==> config.mk <==
export PLATFORM = sky130hd
export DESIGN_NAME = axis_stream_joiner
export DESIGN_NICKNAME = d
export VERILOG_FILES = /design/src/rtl/axis_join_pkg.sv /design/src/rtl/axis_skid_buffer.sv /design/src/rtl/axis_stream_joiner.sv
export SDC_FILE = /design/constraint.sdc
export NUM_CORES = 1
export LEC_CHECK = 0
export BUFFER_PORTS_ARGS = -buffer_cell sky130_fd_sc_hd__buf_4
export CAP_MARGIN = 20
export CORE_AREA = 2 2 212 214
export CTS_CLUSTER_SIZE = 40
export DETAILED_ROUTE_END_ITERATION = 16
export DIE_AREA = 0 0 214 216
export GPL_TIMING_DRIVEN = 0
export PLACE_DENSITY = 0.9
export SKIP_CTS_REPAIR_TIMING = 1
export SYNTH_ARGS = -nofsm -noshare
export SYNTH_HDL_FRONTEND = slang
export SYNTH_HIERARCHICAL = 1
export SYNTH_SLANG_ARGS = --single-unit
export TNS_END_PERCENT = 10
==> constraint.sdc <==
create_clock -name aclk -period 7.3 [get_ports aclk]
set_input_delay 1.46 -clock aclk [delete_from_list [all_inputs] [get_ports aclk]]
set_output_delay 1.46 -clock aclk [all_outputs]
set_load 0.02 [all_outputs]
==> src/rtl/axis_join_pkg.sv <==
// Shared types and default sizing for the AXI-Stream joiner.
package axis_join_pkg;

   localparam int DEF_N_STREAMS  = 3;
   localparam int DEF_WORD_WIDTH = 8;
   localparam int DEF_WORDS      = 8;
   localparam int DEF_BEATS_BITS = 16;
   localparam int PKT_CNT_BITS   = 16;

   typedef enum logic [1:0] {
      IDLE   = 2'd0,
      PACKET = 2'd1,
      DRAIN  = 2'd2
   } state_t;

endpackage

==> src/rtl/axis_skid_buffer.sv <==
// Two-entry register slice with a registered ready. The output register
// carries the presented beat; the skid register absorbs the one beat that
// can arrive while ready is still high after the consumer stalls.
// en_i gates ready so a disabled stream never accepts data.
module axis_skid_buffer #(
   parameter int DATA_WIDTH = 8
) (
   input  logic                  clk_i,
   input  logic                  rst_i,
   input  logic                  en_i,
   input  logic                  s_valid_i,
   output logic                  s_ready_o,
   input  logic [DATA_WIDTH-1:0] s_data_i,
   output logic                  m_valid_o,
   input  logic                  m_ready_i,
   output logic [DATA_WIDTH-1:0] m_data_o
);

   logic                  m_valid_q, m_valid_d;
   logic [DATA_WIDTH-1:0] m_data_q, m_data_d;
   logic                  sk_valid_q, sk_valid_d;
   logic [DATA_WIDTH-1:0] sk_data_q, sk_data_d;
   logic                  rdy_q, rdy_d;
   logic                  accept;

   // Next-state for the output slot, the skid slot and the registered ready.
   always_comb begin
      m_valid_d  = m_valid_q;
      m_data_d   = m_data_q;
      sk_valid_d = sk_valid_q;
      sk_data_d  = sk_data_q;
      accept     = s_valid_i & rdy_q;
      if (m_ready_i || !m_valid_q) begin
         if (sk_valid_q) begin
            m_valid_d  = 1'b1;
            m_data_d   = sk_data_q;
            sk_valid_d = 1'b0;
         end else begin
            m_valid_d = accept;
            if (accept) m_data_d = s_data_i;
         end
      end else if (accept) begin
         sk_valid_d = 1'b1;
         sk_data_d  = s_data_i;
      end
      rdy_d = en_i & ~sk_valid_d;
   end

   // Slice registers; ready comes up on the first edge after reset.
   always_ff @(posedge clk_i or posedge rst_i) begin
      if (rst_i) begin
         m_valid_q  <= 1'b0;
         m_data_q   <= '0;
         sk_valid_q <= 1'b0;
         sk_data_q  <= '0;
         rdy_q      <= 1'b0;
      end else begin
         m_valid_q  <= m_valid_d;
         m_data_q   <= m_data_d;
         sk_valid_q <= sk_valid_d;
         sk_data_q  <= sk_data_d;
         rdy_q      <= rdy_d;
      end
   end

   assign s_ready_o = rdy_q;
   assign m_valid_o = m_valid_q;
   assign m_data_o  = m_data_q;

endmodule

==> src/rtl/axis_stream_joiner.sv <==
// Joins N skid-buffered AXI-Stream inputs into one lockstep beat.
//
//  state  | meaning
//  IDLE   | between packets; active mask follows cfg_mask while no beat is shown
//  PACKET | inside a packet; mask frozen
//  DRAIN  | tlast mismatch seen; discard lagging streams up to their tlast
module axis_stream_joiner
   import axis_join_pkg::*;
#(
   parameter int N_STREAMS  = DEF_N_STREAMS,
   parameter int WORD_WIDTH = DEF_WORD_WIDTH,
   parameter int WORDS      = DEF_WORDS,
   parameter int BEATS_BITS = DEF_BEATS_BITS
) (
   input  logic                              aclk,
   input  logic                              areset,
   input  logic [N_STREAMS-1:0]              cfg_mask,
   input  logic [N_STREAMS*WORDS*WORD_WIDTH-1:0] s_tdata,
   input  logic [N_STREAMS*WORDS-1:0]        s_tkeep,
   input  logic [N_STREAMS-1:0]              s_tvalid,
   input  logic [N_STREAMS-1:0]              s_tlast,
   output logic [N_STREAMS-1:0]              s_tready,
   output logic [N_STREAMS*WORDS*WORD_WIDTH-1:0] m_tdata,
   output logic [N_STREAMS*WORDS-1:0]        m_tkeep,
   output logic                              m_tvalid,
   output logic                              m_tlast,
   input  logic                              m_tready,
   output logic [BEATS_BITS-1:0]             beat_count,
   output logic [PKT_CNT_BITS-1:0]           packet_count,
   output logic                              err_tlast
);

   localparam int SLICE_W = WORDS * WORD_WIDTH;
   localparam int BUF_W   = SLICE_W + WORDS + 1;

   state_t                  state_q, state_d;
   logic [N_STREAMS-1:0]    act_mask_q, act_mask_d;
   logic [N_STREAMS-1:0]    done_mask_q, done_mask_d;
   logic [BEATS_BITS-1:0]   beat_q, beat_d;
   logic [PKT_CNT_BITS-1:0] pkt_q, pkt_d;
   logic                    err_q, err_d;
   logic [N_STREAMS-1:0]    b_valid, b_last, b_pop;
   logic                    join_valid, any_last, all_last, hs;

   for (genvar g = 0; g < N_STREAMS; g++) begin : g_stream
      logic [BUF_W-1:0] in_word, out_word;
      assign in_word = {s_tlast[g], s_tkeep[g*WORDS +: WORDS], s_tdata[g*SLICE_W +: SLICE_W]};
      axis_skid_buffer #(.DATA_WIDTH(BUF_W)) u_skid (
         .clk_i     (aclk),
         .rst_i     (areset),
         .en_i      (act_mask_d[g]),
         .s_valid_i (s_tvalid[g]),
         .s_ready_o (s_tready[g]),
         .s_data_i  (in_word),
         .m_valid_o (b_valid[g]),
         .m_ready_i (b_pop[g]),
         .m_data_o  (out_word)
      );
      assign b_last[g] = out_word[BUF_W-1];
      assign m_tkeep[g*WORDS +: WORDS]     = out_word[SLICE_W +: WORDS] & {WORDS{act_mask_q[g]}};
      assign m_tdata[g*SLICE_W +: SLICE_W] = out_word[SLICE_W-1:0] & {SLICE_W{act_mask_q[g]}};
   end

   // Join: valid only when every enabled buffer holds a beat.
   always_comb begin
      join_valid = (|act_mask_q) && ((b_valid | ~act_mask_q) == '1);
      any_last   = |(b_last & act_mask_q);
      all_last   = ((b_last | ~act_mask_q) == '1);
      m_tvalid   = join_valid && (state_q != DRAIN);
      m_tlast    = m_tvalid & any_last;
      hs         = m_tvalid & m_tready;
   end

   // FSM next state, buffer pops and the mask bookkeeping.
   always_comb begin
      state_d     = state_q;
      act_mask_d  = act_mask_q;
      done_mask_d = done_mask_q;
      b_pop       = '0;
      unique case (state_q)
         IDLE, PACKET: begin
            // Mask may only move while nothing is being presented downstream.
            if (state_q == IDLE && !m_tvalid) act_mask_d = cfg_mask;
            if (hs) begin
               b_pop = act_mask_q;
               if (!any_last) begin
                  state_d = PACKET;
               end else if (all_last) begin
                  state_d = IDLE;
               end else begin
                  state_d     = DRAIN;
                  done_mask_d = b_last & act_mask_q;
               end
            end
         end
         DRAIN: begin
            b_pop       = act_mask_q & ~done_mask_q & b_valid;
            done_mask_d = done_mask_q | (b_pop & b_last);
            if (done_mask_d == act_mask_q) state_d = IDLE;
         end
         default: state_d = IDLE;
      endcase
   end

   // Beat/packet counters and the sticky mismatch flag.
   always_comb begin
      beat_d = beat_q;
      pkt_d  = pkt_q;
      err_d  = err_q;
      if (hs) begin
         if (any_last) begin
            beat_d = '0;
            pkt_d  = pkt_q + 1'b1;
            if (!all_last) err_d = 1'b1;
         end else if (beat_q != '1) begin
            beat_d = beat_q + 1'b1;
         end
      end
   end

   // State and counter registers.
   always_ff @(posedge aclk or posedge areset) begin
      if (areset) begin
         state_q     <= IDLE;
         act_mask_q  <= '0;
         done_mask_q <= '0;
         beat_q      <= '0;
         pkt_q       <= '0;
         err_q       <= 1'b0;
      end else begin
         state_q     <= state_d;
         act_mask_q  <= act_mask_d;
         done_mask_q <= done_mask_d;
         beat_q      <= beat_d;
         pkt_q       <= pkt_d;
         err_q       <= err_d;
      end
   end

   assign beat_count   = beat_q;
   assign packet_count = pkt_q;
   assign err_tlast    = err_q;

endmodule

; ---- Yosys cells after proc, flatten, opt, wreduce, memory -nomap -nowiden
; Cells that the tools add are included.
[classes]
n_bitwise = 30
addsub = 2
n_reduce_logical = 30
n_eq_ne = 11
muxes = 30
[ops]
columns = op, count
row1 = two-way mux 73 bit, 6
row2 = bitwise AND 64 bit, 3
row3 = adder 16 x 1 -> 16 bit (second input constant), 2
row4 = two-way mux 16 bit, 2
row5 = bitwise AND 8 bit, 3
row6 = two-way mux 3 bit, 6
row7 = AND reduction 2 bit, 9
row8 = != test 16 bit (second input constant), 1
row9 = bitwise AND 3 bit, 4
row10 = one-hot mux 3 bit (2 select lines), 2
row11 = != test 2 bit (second input constant), 5
row12 = nonzero test 2 bit, 5
row13 = two-way mux 1 bit, 9
row14 = OR 3 bit, 3
row15 = bitwise AND 1 bit, 8
row16 = two-way mux 2 bit, 4
row17 = inverter 1 bit, 7
row18 = == test 3 bit (second input constant), 2
row19 = inverter 3 bit, 2
row20 = OR reduction 3 bit, 2
row21 = logical NOT 1 bit, 4
row22 = one-hot mux 2 bit (2 select lines), 1
row23 = AND reduction 4 bit, 1
row24 = == test 3 bit, 1
row25 = other kinds (7), 11
[word_totals]
in_bits = 228
ff_bits = 488
out_inout_bits = 254
word_cells = 124

; ---- Longest topological paths before layout
[logic_depth]
word_depth = 12
depth_mapped = 9
ltp_nobuf = 8

; ---- Modules after synthesis
; The synthesis kept the hierarchy.
[modules_own_cells]
columns = module, n_inst, cells_per_inst, area_per_inst_um2, seq_area_each_um2
row1 = axis_skid_buffer, 3, 399, 6876.6, 3728.6
row2 = axis_stream_joiner, 1, 479, 3722.3, 1026.0

; ---- Worst setup path before layout
; Ideal clock, no wire load.
[synth_timing]
kind = input to register
start = input port m_tready
end = register g_stream[0].u_skid.m_data_q[20]
path_slack_ns = 4.066
setup_time_ns = 0.125
stages = 8
arrival_ns = 3.109
cell_sequence = clkbuf_1 -> nor3b_1 -> nor2_1 -> nor2_1 -> nor2b_4 -> nor2_8 -> buf_6 -> mux2_4
[synth_via]
elab_chain_len = 5
[synth_rtl]
columns = element, line_no
row1 = start: declaration, axis_stream_joiner.sv:27  ; input logic m_tready,
row2 = bitwise AND 1 bit, axis_stream_joiner.sv:71  ; hs = m_tvalid & m_tready;
row3 = two-way mux 3 bit, axis_stream_joiner.sv:84  ; if (hs) begin
row4 = one-hot mux 3 bit (2 select lines), axis_stream_joiner.sv:80  ; unique case (state_q)
row5 = via b_pop[0], axis_stream_joiner.sv:42  ; logic [N_STREAMS-1:0] b_valid, b_last, b_pop;
row6 = logical OR 1 bit, axis_skid_buffer.sv:33  ; if (m_ready_i || !m_valid_q) begin
row7 = AND reduction 2 bit (no source line), -
row8 = end signal: assignment, axis_skid_buffer.sv:59  ; m_data_q <= m_data_d;
row9 = end: declaration, axis_skid_buffer.sv:20  ; logic [DATA_WIDTH-1:0] m_data_q, m_data_d;
; The timed path passes the listed nets, and every way through them passes these cells.
; A chain may end at the register's enable or synchronous reset.

; ---- Final worst setup path
[layout_timing]
start = register act_mask_q[0]
end = output port m_tdata[32]
[layout_via]
elab_chain_len = 1
[layout_rtl]
columns = element, line_no
row1 = start: declaration, axis_stream_joiner.sv:37  ; logic [N_STREAMS-1:0] act_mask_q, act_mask_d;
row2 = start signal: assignment, axis_stream_joiner.sv:132  ; act_mask_q <= act_mask_d;
row3 = bitwise AND 64 bit, axis_stream_joiner.sv:61  ; assign m_tdata[g*SLICE_W +: SLICE_W] = out_word[SLICE_W-1:0] & {SLICE_W{act_mask_q[g]}};
row4 = end: declaration, axis_stream_joiner.sv:23  ; output logic [N_STREAMS*WORDS*WORD_WIDTH-1:0] m_tdata,
; Every way passes these cells.

==> results.md <==
| Item | Value |
|:---|:---|
| Maximum resistive drop on vdd | 0.3029 mV |
| Vias in the first global route | 17,469 |
| Antenna violations before repair | 4 |
| Max-Slew Margin vs Limit | 0.2539 |
| I/O pin count | 482 |
| Via density | 5.532 |
| Gpl congestion | 0.9383 |
| Top achievable clock speed | 261.1 MHz |
| Overall power | 14.84 mW |
| Wire per inst | 22.28 um |
| Number of rows in the core area | 77 |
| First drt pass iteration count | 5 |
| Count of different cell masters after synthesis | 52 |
| DR DRC count | 0 |
| Clock root buffer master | clkbuf_16 |
| Leakage dissipation | 14.72 nW |
| CTS tree | done |
| Number of buffers added by the clock tree synthesis step | 52 |
| Net Count, Synth | 1,906 |
| Fin. Hold Viols | 0 |
| Starting density of the core | 0.5555 |
| First-pass GRT wire length | 99,770 um |
| Area growth, synth to finish | 25.67% |
| Clock transition at the registers of the reported paths | 60 ps |
| Worst min-delay path category | flip-flop to flip-flop |
| Number of cells produced by synthesis | 1,676 |
| Share of synthesized area occupied by flip-flops and latches | 0.5015 |
| Crit. End Element | output port |
| Warnings from Yosys | 6 |
| Count of final max-slew check failures | 0 |
| Fraction of registers with async set or reset after synthesis | 1.000 |
| Power density cells | 484.8 nW/um2 |
| Setup violation total in the final timing report | 0 |
| Tmin final | 3831 ps |
| Result of the run | completed |
| Maximum root-to-sink buffer count | 3 |
| Largest net degree at the start of global routing | 105 |
| Period utilization | 0.5247 |
| Clock insertion delay at the later pin of the skew report | 590 ps |
| Per-instance average area after synthesis | 14.53 um2 |
| H-tree Lvls | 2 |
| Count of antenna-violating nets left after detailed routing | 0 |
| Die H | 216 um |
| Kind of launch point of the worst setup path | flip-flop |
| Die Footprint | 46,220 um2 |
| Main synth FF type | dfrtp_1 |
| Final HPWL from detailed placement | 44,520 um |
| Number of synthesized register bits | 488 |
| Arrival time of data at the critical path endpoint | 2370 ps |
| Setup repair after global routing missed its margin | false |
| Summed negative setup slack over all endpoints | 0 ps |
| DRC violation total after the first TritonRoute iteration | 942 |
| Drt total wl | 63,580 um |
| Type of the worst setup path | flip-flop to output port |
| Share of post-route cells with drive strength above 1 | 0.5864 |
| Number of enable flip-flop cells after synthesis | 0 |
| DP Worst Slack | 3373 ps |
| Total clock sinks | 488 |
| Number of inserted filler cells in the final layout | 2,877 |
| Total overflow reported by the global router | 0 |
| Core outline area | 43,840 um2 |
| Number of port buffers | 481 |
| Critical Path Fanout Max | 10 |
| Floorplan die width | 214 um |
| Final setup margin | 3469 ps |
| Data required time of the critical path | 5840 ps |
| Final net count | 2,445 |
| Worst slew pin tran | 1119 ps |
| Layout Skew | 19.62 ps |
| Number of violations of the max-capacitance limit | 0 |
| Total standard cell area after synthesis | 24,350 um2 |
| Via count of the routed design | 15,788 |
| Total track usage | 0.2715 |
cell usage after synthesis (4+ instances only):
cell / count / area share
nand2_1: 26 / 0.0040
buf_6: 47 / 0.022
nand2b_1: 6 / 0.0015
a21oi_1: 15 / 0.0031
mux2_4: 303 / 0.19
or4_1: 6 / 0.0018
xnor2_1: 11 / 0.0040
nand3_1: 14 / 0.0029
o21ai_0: 9 / 0.0018
nand4_1: 15 / 0.0039
o31ai_1: 6 / 0.0018
nor2b_1: 4 / 0.0010
nor2_1: 20 / 0.0031
mux2_2: 358 / 0.17
or3_1: 6 / 0.0015
and2_1: 217 / 0.056
dfrtp_1: 488 / 0.50
and4_1: 5 / 0.0018
xor2_1: 4 / 0.0014
nor3_1: 8 / 0.0016
clkbuf_1: 29 / 0.0045
buf_4: 23 / 0.0071
inv_1: 10 / 0.0015
logic make-up after synthesis:
kind of cell | after synthesis | share of synthesized area
flip-flops | 488 | 0.5015
adder cells (fa/ha/maj) | 2 | 0.001027
AO/OA/AOI/OAI | 46 | 0.01213
XOR/XNOR | 15 | 0.005395
buffers and inverters | 110 | 0.03504
AND/OR/NAND/NOR | 353 | 0.09218
multiplexers | 662 | 0.3528
power by group:
part           total (mW)  internal (mW)  switching (mW)
Combinational        7.26           4.04            3.23
Clock                2.74           1.63            1.10
Sequential           4.84           4.04           0.796
Total                14.8           9.71            5.13
worst paths after layout:
| check | to | slack (ps) | cells past startpoint | from |
|---|---|---|---|---|
| hold reg to reg | packet_count[15] | 470 | 1 | packet_count[15] |
| hold / removal | packet_count[15] | 470 | 1 | packet_count[15] |
| setup / recovery | m_tdata[32] | 3470 | 4 | act_mask_q[0] |
| min in group asynchronous | packet_count[4] | 940 | 2 | areset |
| setup reg to reg | g_stream[1].u_skid/m_data_o[15] | 4470 | 9 | act_mask_q[1] |
| max in group asynchronous | g_stream[0].u_skid/sk_data_q[50] | 5450 | 3 | areset |
critical path, stage by stage (launching register included):
cell      delay, ps
dfrtp_1         470
clkbuf_1        510
clkbuf_1        410
and2_1          240
buf_4           150
registers in the layout, summed over array words and instances (netlist names):
name,cells
state_q,2
beat_count,16
g_stream.u_skid/sk_data_q,219
done_mask_q,3
g_stream.u_skid/m_data_o,219
packet_count,16
g_stream.u_skid/sk_valid_q,3
g_stream.u_skid/s_ready_o,3
g_stream.u_skid/m_valid_o,3
act_mask_q,3
err_tlast,1
routing by layer:
layer	track usage	share of wire	vias to the layer above	wire [um]
met3	0.05765	0.058	154	3690
met1	0.3337	0.40	8129	25170
met5	0	0	-	0
li1	-	-	6970	-
met4	0.1235	0.041	0	2603
met2	0.4609	0.51	535	32110
layout make-up:
type                            instances  area [um2]  share of cell area
Buffer                                100       815.8             0.02666
Clock inverter                         21       240.2            0.007850
Sequential cell                       488       12210              0.3990
Clock buffer                           76        1533             0.05008
Antenna cell                            4       10.01           0.0003271
Timing Repair Buffer                  485        3714              0.1213
Inverter                               10       52.55            0.001717
Multi-Input combinational cell       1078       11290              0.3688
Tap cell                              592       740.7             0.02420
through the flow:
step	instance area (um2)	hold WS, ps	instances	util
finish	30600	473.0	2854	0.6982
global route	30600	488.6	2854	0.6982
CTS	30590	482.9	2850	0.6979
detailed placement	28820	475.4	2753	0.6575
global placement	28700	471.4	2749	0.6548
floorplan	24350	472.7	1676	-
cells in the final DEF, fill, tap and decap left out, drive strengths merged, types with 4 or more instances in the layout:
cell type / count
buf: 556
or4: 6
diode: 4
nor2: 23
and2: 218
xor2: 4
o31ai: 6
clkbuf: 105
o21ai: 10
nand3: 17
mux2: 661
bufinv: 5
clkinv: 13
inv: 12
nor3: 8
or3: 7
nand4: 16
nand2b: 6
xnor2: 11
nand2: 26
a21oi: 18
dfrtp: 488
and4: 6
nor2b: 7
Note: power is estimated with default switching activity, not from simulation.
